### src/rtl/ram_access_ctrl_if.sv
// Bundle of the CPU load/store port, the program-loader port and the RAM pins
// seen by the RAM access controller.
interface ram_access_ctrl_if #(
  parameter int unsigned ADDR_W = 14
);
  // CPU load/store port
  logic              cpu_req;
  logic              cpu_we;
  logic [1:0]        cpu_size;
  logic              cpu_unsigned;
  logic [ADDR_W+1:0] cpu_addr;
  logic [31:0]       cpu_wdata;
  logic [31:0]       cpu_rdata;
  logic              cpu_ack;
  logic              cpu_err;
  // UART program loader port
  logic              ldr_req;
  logic [ADDR_W-1:0] ldr_addr;
  logic [31:0]       ldr_wdata;
  logic              ldr_ack;
  // Single-port word RAM
  logic [ADDR_W-1:0] ram_addr;
  logic [31:0]       ram_din;
  logic              ram_we;
  logic [31:0]       ram_dout;

  // Controller side
  modport slave (
    input  cpu_req, cpu_we, cpu_size, cpu_unsigned, cpu_addr, cpu_wdata,
    input  ldr_req, ldr_addr, ldr_wdata, ram_dout,
    output cpu_rdata, cpu_ack, cpu_err, ldr_ack, ram_addr, ram_din, ram_we
  );

  // Requester / RAM side
  modport master (
    output cpu_req, cpu_we, cpu_size, cpu_unsigned, cpu_addr, cpu_wdata,
    output ldr_req, ldr_addr, ldr_wdata, ram_dout,
    input  cpu_rdata, cpu_ack, cpu_err, ldr_ack, ram_addr, ram_din, ram_we
  );
endinterface

### src/rtl/ram_access_ctrl.sv
// RAM access controller: arbitrates loader vs CPU onto a single-port word RAM,
// turns byte/half stores into read-modify-write and extracts/extends sub-word loads.
module ram_access_ctrl #(
  parameter int unsigned ADDR_W = 14
) (
  input  logic              clk,
  input  logic              rst_n,
  ram_access_ctrl_if.slave  bus
);

  localparam int unsigned BA_W    = ADDR_W + 2;
  localparam logic [1:0]  SZ_BYTE = 2'b00;
  localparam logic [1:0]  SZ_HALF = 2'b01;
  localparam logic [1:0]  SZ_WORD = 2'b10;
  localparam logic [1:0]  SZ_BAD  = 2'b11;

  typedef enum logic [2:0] {IDLE, LDR_WR, CPU_RD, RMW_RD, CPU_WR, DONE} state_e;

  state_e            state_q, state_d;
  logic [ADDR_W-1:0] addr_q, addr_d;
  logic [1:0]        lane_q, lane_d;
  logic [1:0]        size_q, size_d;
  logic              uns_q, uns_d;
  logic [31:0]       din_q, din_d;
  logic [31:0]       rdata_q, rdata_d;
  logic              err_q, err_d;
  logic              blank_ldr_q, blank_ldr_d;
  logic              blank_cpu_q, blank_cpu_d;

  logic              misaligned_c;
  logic [7:0]        ld_byte;
  logic [15:0]       ld_half;
  logic [31:0]       ld_val;
  logic [31:0]       lane_mask;
  logic [31:0]       merged;

  // Alignment check on the live CPU request, used only at grant
  assign misaligned_c = (bus.cpu_size == SZ_BAD)
                      | ((bus.cpu_size == SZ_HALF) & bus.cpu_addr[0])
                      | ((bus.cpu_size == SZ_WORD) & (|bus.cpu_addr[1:0]));

  // Addressed byte/half of the RAM word for loads
  assign ld_byte = 8'(bus.ram_dout >> {lane_q, 3'b000});
  assign ld_half = 16'(bus.ram_dout >> {lane_q[1], 4'b0000});

  // Load result: sign/zero extension of the extracted lane, word passes through
  always_comb begin
    ld_val = bus.ram_dout;
    case (size_q)
      SZ_BYTE: ld_val = {{24{ld_byte[7] & ~uns_q}}, ld_byte};
      SZ_HALF: ld_val = {{16{ld_half[15] & ~uns_q}}, ld_half};
      default: ld_val = bus.ram_dout;
    endcase
  end

  // Store merge: replace the addressed lane(s) of the old word with the store data
  always_comb begin
    lane_mask = 32'h0000_FFFF;
    if (size_q == SZ_BYTE) lane_mask = 32'h0000_00FF;
    lane_mask = lane_mask << {lane_q, 3'b000};
    merged    = (bus.ram_dout & ~lane_mask) | ((din_q << {lane_q, 3'b000}) & lane_mask);
  end

  // Next-state and datapath register updates
  always_comb begin
    state_d     = state_q;
    addr_d      = addr_q;
    lane_d      = lane_q;
    size_d      = size_q;
    uns_d       = uns_q;
    din_d       = din_q;
    rdata_d     = rdata_q;
    err_d       = err_q;
    blank_ldr_d = (state_q == LDR_WR);
    blank_cpu_d = (state_q == DONE);
    case (state_q)
      IDLE: begin
        if (bus.ldr_req && !blank_ldr_q) begin
          state_d = LDR_WR;
          addr_d  = bus.ldr_addr;
          din_d   = bus.ldr_wdata;
        end else if (bus.cpu_req && !blank_cpu_q) begin
          addr_d = bus.cpu_addr[BA_W-1:2];
          lane_d = bus.cpu_addr[1:0];
          size_d = bus.cpu_size;
          uns_d  = bus.cpu_unsigned;
          err_d  = misaligned_c;
          if (misaligned_c) begin
            state_d = DONE;
            rdata_d = '0;
          end else if (!bus.cpu_we) begin
            state_d = CPU_RD;
          end else begin
            din_d   = bus.cpu_wdata;
            state_d = (bus.cpu_size == SZ_WORD) ? CPU_WR : RMW_RD;
          end
        end
      end
      LDR_WR: state_d = IDLE;
      CPU_RD: begin
        rdata_d = ld_val;
        state_d = DONE;
      end
      RMW_RD: begin
        din_d   = merged;
        state_d = CPU_WR;
      end
      CPU_WR: state_d = DONE;
      DONE:   state_d = IDLE;
      default: state_d = IDLE;
    endcase
  end

  // State and datapath registers; reset aborts any transaction in flight
  always_ff @(posedge clk or negedge rst_n) begin
    if (!rst_n) begin
      state_q     <= IDLE;
      addr_q      <= '0;
      lane_q      <= '0;
      size_q      <= '0;
      uns_q       <= 1'b0;
      din_q       <= '0;
      rdata_q     <= '0;
      err_q       <= 1'b0;
      blank_ldr_q <= 1'b0;
      blank_cpu_q <= 1'b0;
    end else begin
      state_q     <= state_d;
      addr_q      <= addr_d;
      lane_q      <= lane_d;
      size_q      <= size_d;
      uns_q       <= uns_d;
      din_q       <= din_d;
      rdata_q     <= rdata_d;
      err_q       <= err_d;
      blank_ldr_q <= blank_ldr_d;
      blank_cpu_q <= blank_cpu_d;
    end
  end

  // Outputs come straight from registers or are decoded from the state register
  assign bus.ram_we    = (state_q == LDR_WR) || (state_q == CPU_WR);
  assign bus.ram_addr  = addr_q;
  assign bus.ram_din   = din_q;
  assign bus.ldr_ack   = (state_q == LDR_WR);
  assign bus.cpu_ack   = (state_q == DONE);
  assign bus.cpu_rdata = rdata_q;
  assign bus.cpu_err   = err_q;

endmodule

### src/flat_wrapper.sv
// flat-port wrapper written by rule: the top's interface ports become plain ports
module ram_access_ctrl_flat 
#(
  parameter int unsigned ADDR_W = 14
)
  (clk, rst_n, bus_cpu_req, bus_cpu_we, bus_cpu_size, bus_cpu_unsigned, bus_cpu_addr, bus_cpu_wdata, bus_ldr_req, bus_ldr_addr, bus_ldr_wdata, bus_ram_dout, bus_cpu_rdata, bus_cpu_ack, bus_cpu_err, bus_ldr_ack, bus_ram_addr, bus_ram_din, bus_ram_we);
  ram_access_ctrl_if #(.ADDR_W(ADDR_W)) bus_i ();
  input  logic clk;
  input  logic rst_n;
  input wire logic [$bits(bus_i.cpu_req)-1:0] bus_cpu_req;
  input wire logic [$bits(bus_i.cpu_we)-1:0] bus_cpu_we;
  input wire logic [$bits(bus_i.cpu_size)-1:0] bus_cpu_size;
  input wire logic [$bits(bus_i.cpu_unsigned)-1:0] bus_cpu_unsigned;
  input wire logic [$bits(bus_i.cpu_addr)-1:0] bus_cpu_addr;
  input wire logic [$bits(bus_i.cpu_wdata)-1:0] bus_cpu_wdata;
  input wire logic [$bits(bus_i.ldr_req)-1:0] bus_ldr_req;
  input wire logic [$bits(bus_i.ldr_addr)-1:0] bus_ldr_addr;
  input wire logic [$bits(bus_i.ldr_wdata)-1:0] bus_ldr_wdata;
  input wire logic [$bits(bus_i.ram_dout)-1:0] bus_ram_dout;
  output wire logic [$bits(bus_i.cpu_rdata)-1:0] bus_cpu_rdata;
  output wire logic [$bits(bus_i.cpu_ack)-1:0] bus_cpu_ack;
  output wire logic [$bits(bus_i.cpu_err)-1:0] bus_cpu_err;
  output wire logic [$bits(bus_i.ldr_ack)-1:0] bus_ldr_ack;
  output wire logic [$bits(bus_i.ram_addr)-1:0] bus_ram_addr;
  output wire logic [$bits(bus_i.ram_din)-1:0] bus_ram_din;
  output wire logic [$bits(bus_i.ram_we)-1:0] bus_ram_we;
  assign bus_i.cpu_req = bus_cpu_req;
  assign bus_i.cpu_we = bus_cpu_we;
  assign bus_i.cpu_size = bus_cpu_size;
  assign bus_i.cpu_unsigned = bus_cpu_unsigned;
  assign bus_i.cpu_addr = bus_cpu_addr;
  assign bus_i.cpu_wdata = bus_cpu_wdata;
  assign bus_i.ldr_req = bus_ldr_req;
  assign bus_i.ldr_addr = bus_ldr_addr;
  assign bus_i.ldr_wdata = bus_ldr_wdata;
  assign bus_i.ram_dout = bus_ram_dout;
  assign bus_cpu_rdata = bus_i.cpu_rdata;
  assign bus_cpu_ack = bus_i.cpu_ack;
  assign bus_cpu_err = bus_i.cpu_err;
  assign bus_ldr_ack = bus_i.ldr_ack;
  assign bus_ram_addr = bus_i.ram_addr;
  assign bus_ram_din = bus_i.ram_din;
  assign bus_ram_we = bus_i.ram_we;
  ram_access_ctrl #(.ADDR_W(ADDR_W)) u_core (.clk(clk), .rst_n(rst_n), .bus(bus_i));
endmodule
### config.mk
export PLATFORM = sky130hd
export DESIGN_NAME = ram_access_ctrl_flat
export DESIGN_NICKNAME = d
export VERILOG_FILES = /design/src/rtl/ram_access_ctrl_if.sv /design/src/rtl/ram_access_ctrl.sv /design/src/flat_wrapper.sv
export SDC_FILE = /design/constraint.sdc
export NUM_CORES = 1
export LEC_CHECK = 0
export CORE_MARGIN = 4
export CORE_UTILIZATION = 32
export DETAILED_ROUTE_END_ITERATION = 10
export GPL_ROUTABILITY_DRIVEN = 0
export SLEW_MARGIN = 20
export SYNTH_ARGS = -nofsm -noshare
export SYNTH_HDL_FRONTEND = slang
export SYNTH_SLANG_ARGS = --single-unit
### constraint.sdc
create_clock -name clk -period 4.3 [get_ports clk]
set_input_delay 0.86 -clock clk [delete_from_list [all_inputs] [get_ports clk]]
set_output_delay 0.86 -clock clk [all_outputs]
set_load 0.05 [all_outputs]
After elaboration in Yosys (flattened, before gate mapping)
Index checks and enable logic that the tools add are counted.
{ "word_totals": {"regBits": 89, "elab_cells": 76} }
{ "op_classes": {"bitwise": 12, "mux": 19, "n_eq_ne": 15, "n_reduce_logical": 16, "shift": 4} }
{ "op_table": {"columns": ["op", "n"], "rows": [
  ["2-to-1 mux 32 bit", 7],
  ["case mux 32 bit (2 select lines)", 3],
  ["bitwise AND 32 bit", 2],
  ["NOT 32 bit", 1],
  ["OR 32 bit", 1],
  ["left shift 16 x 5 -> 32 bit", 1],
  ["left shift 32 x 5 -> 32 bit", 1],
  ["right shift 32 x 5 -> 16 bit", 1],
  ["right shift 32 x 5 -> 8 bit", 1],
  ["2-to-1 mux 14 bit", 2],
  ["2-to-1 mux 16 bit", 1],
  ["2-to-1 mux 3 bit", 5],
  ["case mux 3 bit (3 select lines)", 1],
  ["AND reduction 4 bit", 2],
  ["== test 3 x 2 -> 1 bit (second input constant)", 2],
  ["== test 3 bit (second input constant)", 2],
  ["nonzero test 2 bit", 3],
  ["bitwise AND 1 bit", 4],
  ["== test 2 x 1 -> 1 bit (second input constant)", 2],
  ["== test 2 bit (second input constant)", 2],
  ["inequality test 2 x 1 -> 1 bit (second input constant)", 2],
  ["OR reduction 2 bit", 2],
  ["== test 3 x 1 -> 1 bit (second input constant)", 1],
  ["zero test 3 bit", 1],
  ["12 further kinds", 16]
]} }

Logic depth before layout (Yosys ltp)
{ "logic_depth": {"depth_word": 8, "mapped_depth": 9} }

Worst setup path after synthesis
OpenSTA, ideal clock, no wires.
{ "synth_path": {"path_type": "reg2out", "start": "register u_core.state_q[1]", "end": "output bus_ldr_ack", "slack_ps": 1677, "arrival_time_ps": 1763, "n_path_buf": 1, "required_time_ps": 3440, "stages_incl_launch_ff": 3, "cell_sequence": "dfrtp_1 buf_2 nor3b_1"} }
{ "synth_via": {"elab_chain_len": 1} }
{ "synth_lines": {"columns": ["element", "line_no", "rtl"], "rows": [
  ["start: declaration", "ram_access_ctrl.sv:19", "state_e state_q, state_d;"],
  ["start signal: assignment", "ram_access_ctrl.sv:128", "state_q <= state_d;"],
  ["== test 3 x 1 -> 1 bit", "ram_access_ctrl.sv:145", "assign bus.ldr_ack = (state_q == LDR_WR);"],
  ["end: declaration", "flat_wrapper.sv:23", "output wire logic [$bits(bus_i.ldr_ack)-1:0] bus_ldr_ack;"]
]} }
Every way passes these cells.

Worst setup path after layout
Same ends and word-level chain as after synthesis.

==> results.cfg <==
[timing]
fin_setup_tns_ns = 0
rsz0062_at_grt = no
skew_ns = 0.007933
whs_ns = 0.4789
worst_pin_slew_ns = 1.029
max_clock_freq_ghz = 0.3404
min_period_over_period = 0.6833
setup_viol = 0
post-route-min-period_ns = 2.938
maxSlewViolCount = 0
finalHoldViolCount = 0
slew_headroom = 0.3143
layout_setup_ws_ns = 1.362

[floorplanning]
core-area_um2 = 15370
dieArea_um2 = 17970
pin_count = 216
die_h_um = 134.1
num_rows = 45
dieWidth_um = 134.1
initial_core_util = 0.3308

[setup_path]
reg2reg_from = u_core.state_q[1]$_DFFE_PN0N_
crit_arrival_ns = 2.08
cp_max_fo = 13
critPathBufInv = 1
crit_type = reg -> out
required_ns = 3.44
critPathTopFamily = buffers and inverters
r2r_cells = 4
critPathLaunchType = flip-flop
rrSetupSlack_ns = 1.63
max_stage_delay_ns = 0.87
worst_path_max_delay_cell = clkdlybuf4s50_1
end_kind = output port
path_cells = nor3b_1, clkdlybuf4s50_1

[logic_synthesis]
synth_ff_type = dfrtp_1
yosys_warnings = 0
synth_area_per_cell_um2 = 8.546
synth_edf_count = 0
yosysSeqAreaShare = 0.4380
ys_seq_elements = 89
synth_area_um2 = 5085
ys_types = 43
netlist_instances = 595
syn-num-nets = 729
synthArstFlopShare = 1.000

[layout]
layout.nets = 914
finalNonFillerCells = 996
diodes = 0
drive_above_1_share = 0.05223
synthToLayoutAreaGrowth_pct = 51.11

[routing]
detail-route-antenna-nets = 0
wl_per_cell_um = 19.40
remaining_drc_errors = 0
vias_per_cell = 5.218
wl_um = 19320
dr.pass1.iters = 5
drtIter0Drc = 314
vias = 5197

[clocking]
cts_buffer_depth = 2
cts_setup_buffers = 0
numCtsBuffers = 9
cts-root-buf = clkbuf_16
cts_max_level = 3
cts_tree = done
clkSinkCount = 89
cts.repair.resized = 0
clkLatencyLatePin_ns = 0.35
cts_hold_buf = 0
clk_pin_slew_ns = 0.06

[worst_hold_path]
hold_depth = 2
whs_endpoint = u_core.bus.ram_addr[11]$_DFFE_PN0P_
min_from = u_core.bus.ram_addr[11]$_DFFE_PN0P_
min_path_type = reg -> reg

[grt]
grt-ovfl-total = 0
antenna_found_initial = 0
grt_pass1_wl_um = 29610
grt_max_degree = 75
first_global_vias = 5224
track_usage = 0.2118

[run_status]
status = complete, no violations

[power]
leakage_uw = 0.003305
cellPowerDensity_nw_per_um2 = 759.2
ir_drop_mv = 0.3774

[flow_run]
maxCapViolations = 0

[place]
place_ws_ns = 1.263
io_buffers = 215
dpl.cell_count = 980
hpwl_um = 15100
-- worst max path at each step --
stage | from | endpoint | slack (ns) | cells after the start
detailed placement | bus_cpu_size[0] | flip-flop | 1.26 | 5
CTS | u_core.state_q[1]$_DFFE_PN0N_ | bus_ldr_ack | 1.34 | 2
floorplan | u_core.state_q[1]$_DFFE_PN0N_ | bus_ldr_ack | 1.68 | 2
finish | u_core.state_q[1]$_DFFE_PN0N_ | bus_ldr_ack | 1.36 | 2
global route | u_core.state_q[1]$_DFFE_PN0N_ | bus_ldr_ack | 1.26 | 2
global placement | bus_cpu_size[0] | u_core.bus.ram_din[7]$_DFFE_PN0P_ | 1.33 | 5
-- cells in the mapped netlist, drive strengths merged, types with 9 or more instances --
library cell | n | share of area
a21oi | 12 | 0.012
a221o | 16 | 0.031
a31oi | 10 | 0.014
buf | 29 | 0.033
clkbuf | 19 | 0.014
dfrtp | 89 | 0.44
inv | 17 | 0.013
mux2 | 12 | 0.027
mux2i | 25 | 0.049
nand2 | 132 | 0.097
nand3 | 40 | 0.039
nor2 | 21 | 0.016
nor2b | 10 | 0.012
nor3 | 12 | 0.013
nor3b | 9 | 0.013
o211ai | 23 | 0.034
o21ai | 64 | 0.064
-- logic make-up after synthesis --
kind of cell / Yosys count / share of synthesized area
and+or+nand+nor: 240 / 0.2119
DFF: 89 / 0.4380
xor gates and xnor gates: 1 / 0.001723
buffers and inverters: 65 / 0.05979
muxes: 37 / 0.07579
AOI/OAI and AO/OA: 163 / 0.2128
-- per-stage QoR --
stage / power [uW] / utilization / area, um2
after CTS: 5871 / 0.4999 / 7684
after detailed placement: 4896 / 0.4764 / 7323
after global placement: 4830 / 0.4764 / 7323
after global routing: 6167 / 0.4999 / 7684
final: 5833 / 0.4999 / 7684
after floorplan: 3763 / - / 5085
-- worst min-delay path, delay by kind of cell, from the launching register on --
kind,cells,cell delay [ns]
AOI/OAI and AO/OA,1,0.06
DFF,1,0.34
and+or+nand+nor,1,0.04
-- layout make-up --
cell class	instances	area, um2
Timing Repair Buffer	222	2202
Clock inverter	5	127.6
Tap cell	211	264.0
Inverter	17	63.81
Fill cell	1465	7687
Clock buffer	11	232.7
Multi-Input combinational cell	441	2566
Sequential cell	89	2227
-- power breakdown --
| part | leakage (uW) | switching, uW | internal [uW] |
|---|---|---|---|
| clock | 0.000170 | 335 | 627 |
| combinational | 0.00200 | 2160 | 1170 |
| sequential | 0.00113 | 357 | 1180 |
| total | 0.00331 | 2850 | 2980 |
-- metal layers --
layer,GRT usage,wire [um],up-vias
li1,-,-,2490
met1,0.2592,8028,2459
met2,0.3543,9077,227
met3,0.07577,1800,21
met4,0.05995,411,0
met5,0,0,-
-- cell usage in the layout (no fill, tap or decap), drive strengths merged, types with 10 or more instances in the layout --
master	synthesis	routed
mux2	12	12
nand2	132	132
a221o	16	16
nand3	40	40
a21oi	12	12
inv	17	17
o211ai	23	23
clkbuf	19	11
a31oi	10	10
clkdlybuf4s50	0	214
nor2	21	21
nor2b	10	10
o21ai	64	64
mux2i	25	25
dfrtp	89	89
nor3	12	12
Note: power is estimated with default switching activity, not from simulation.
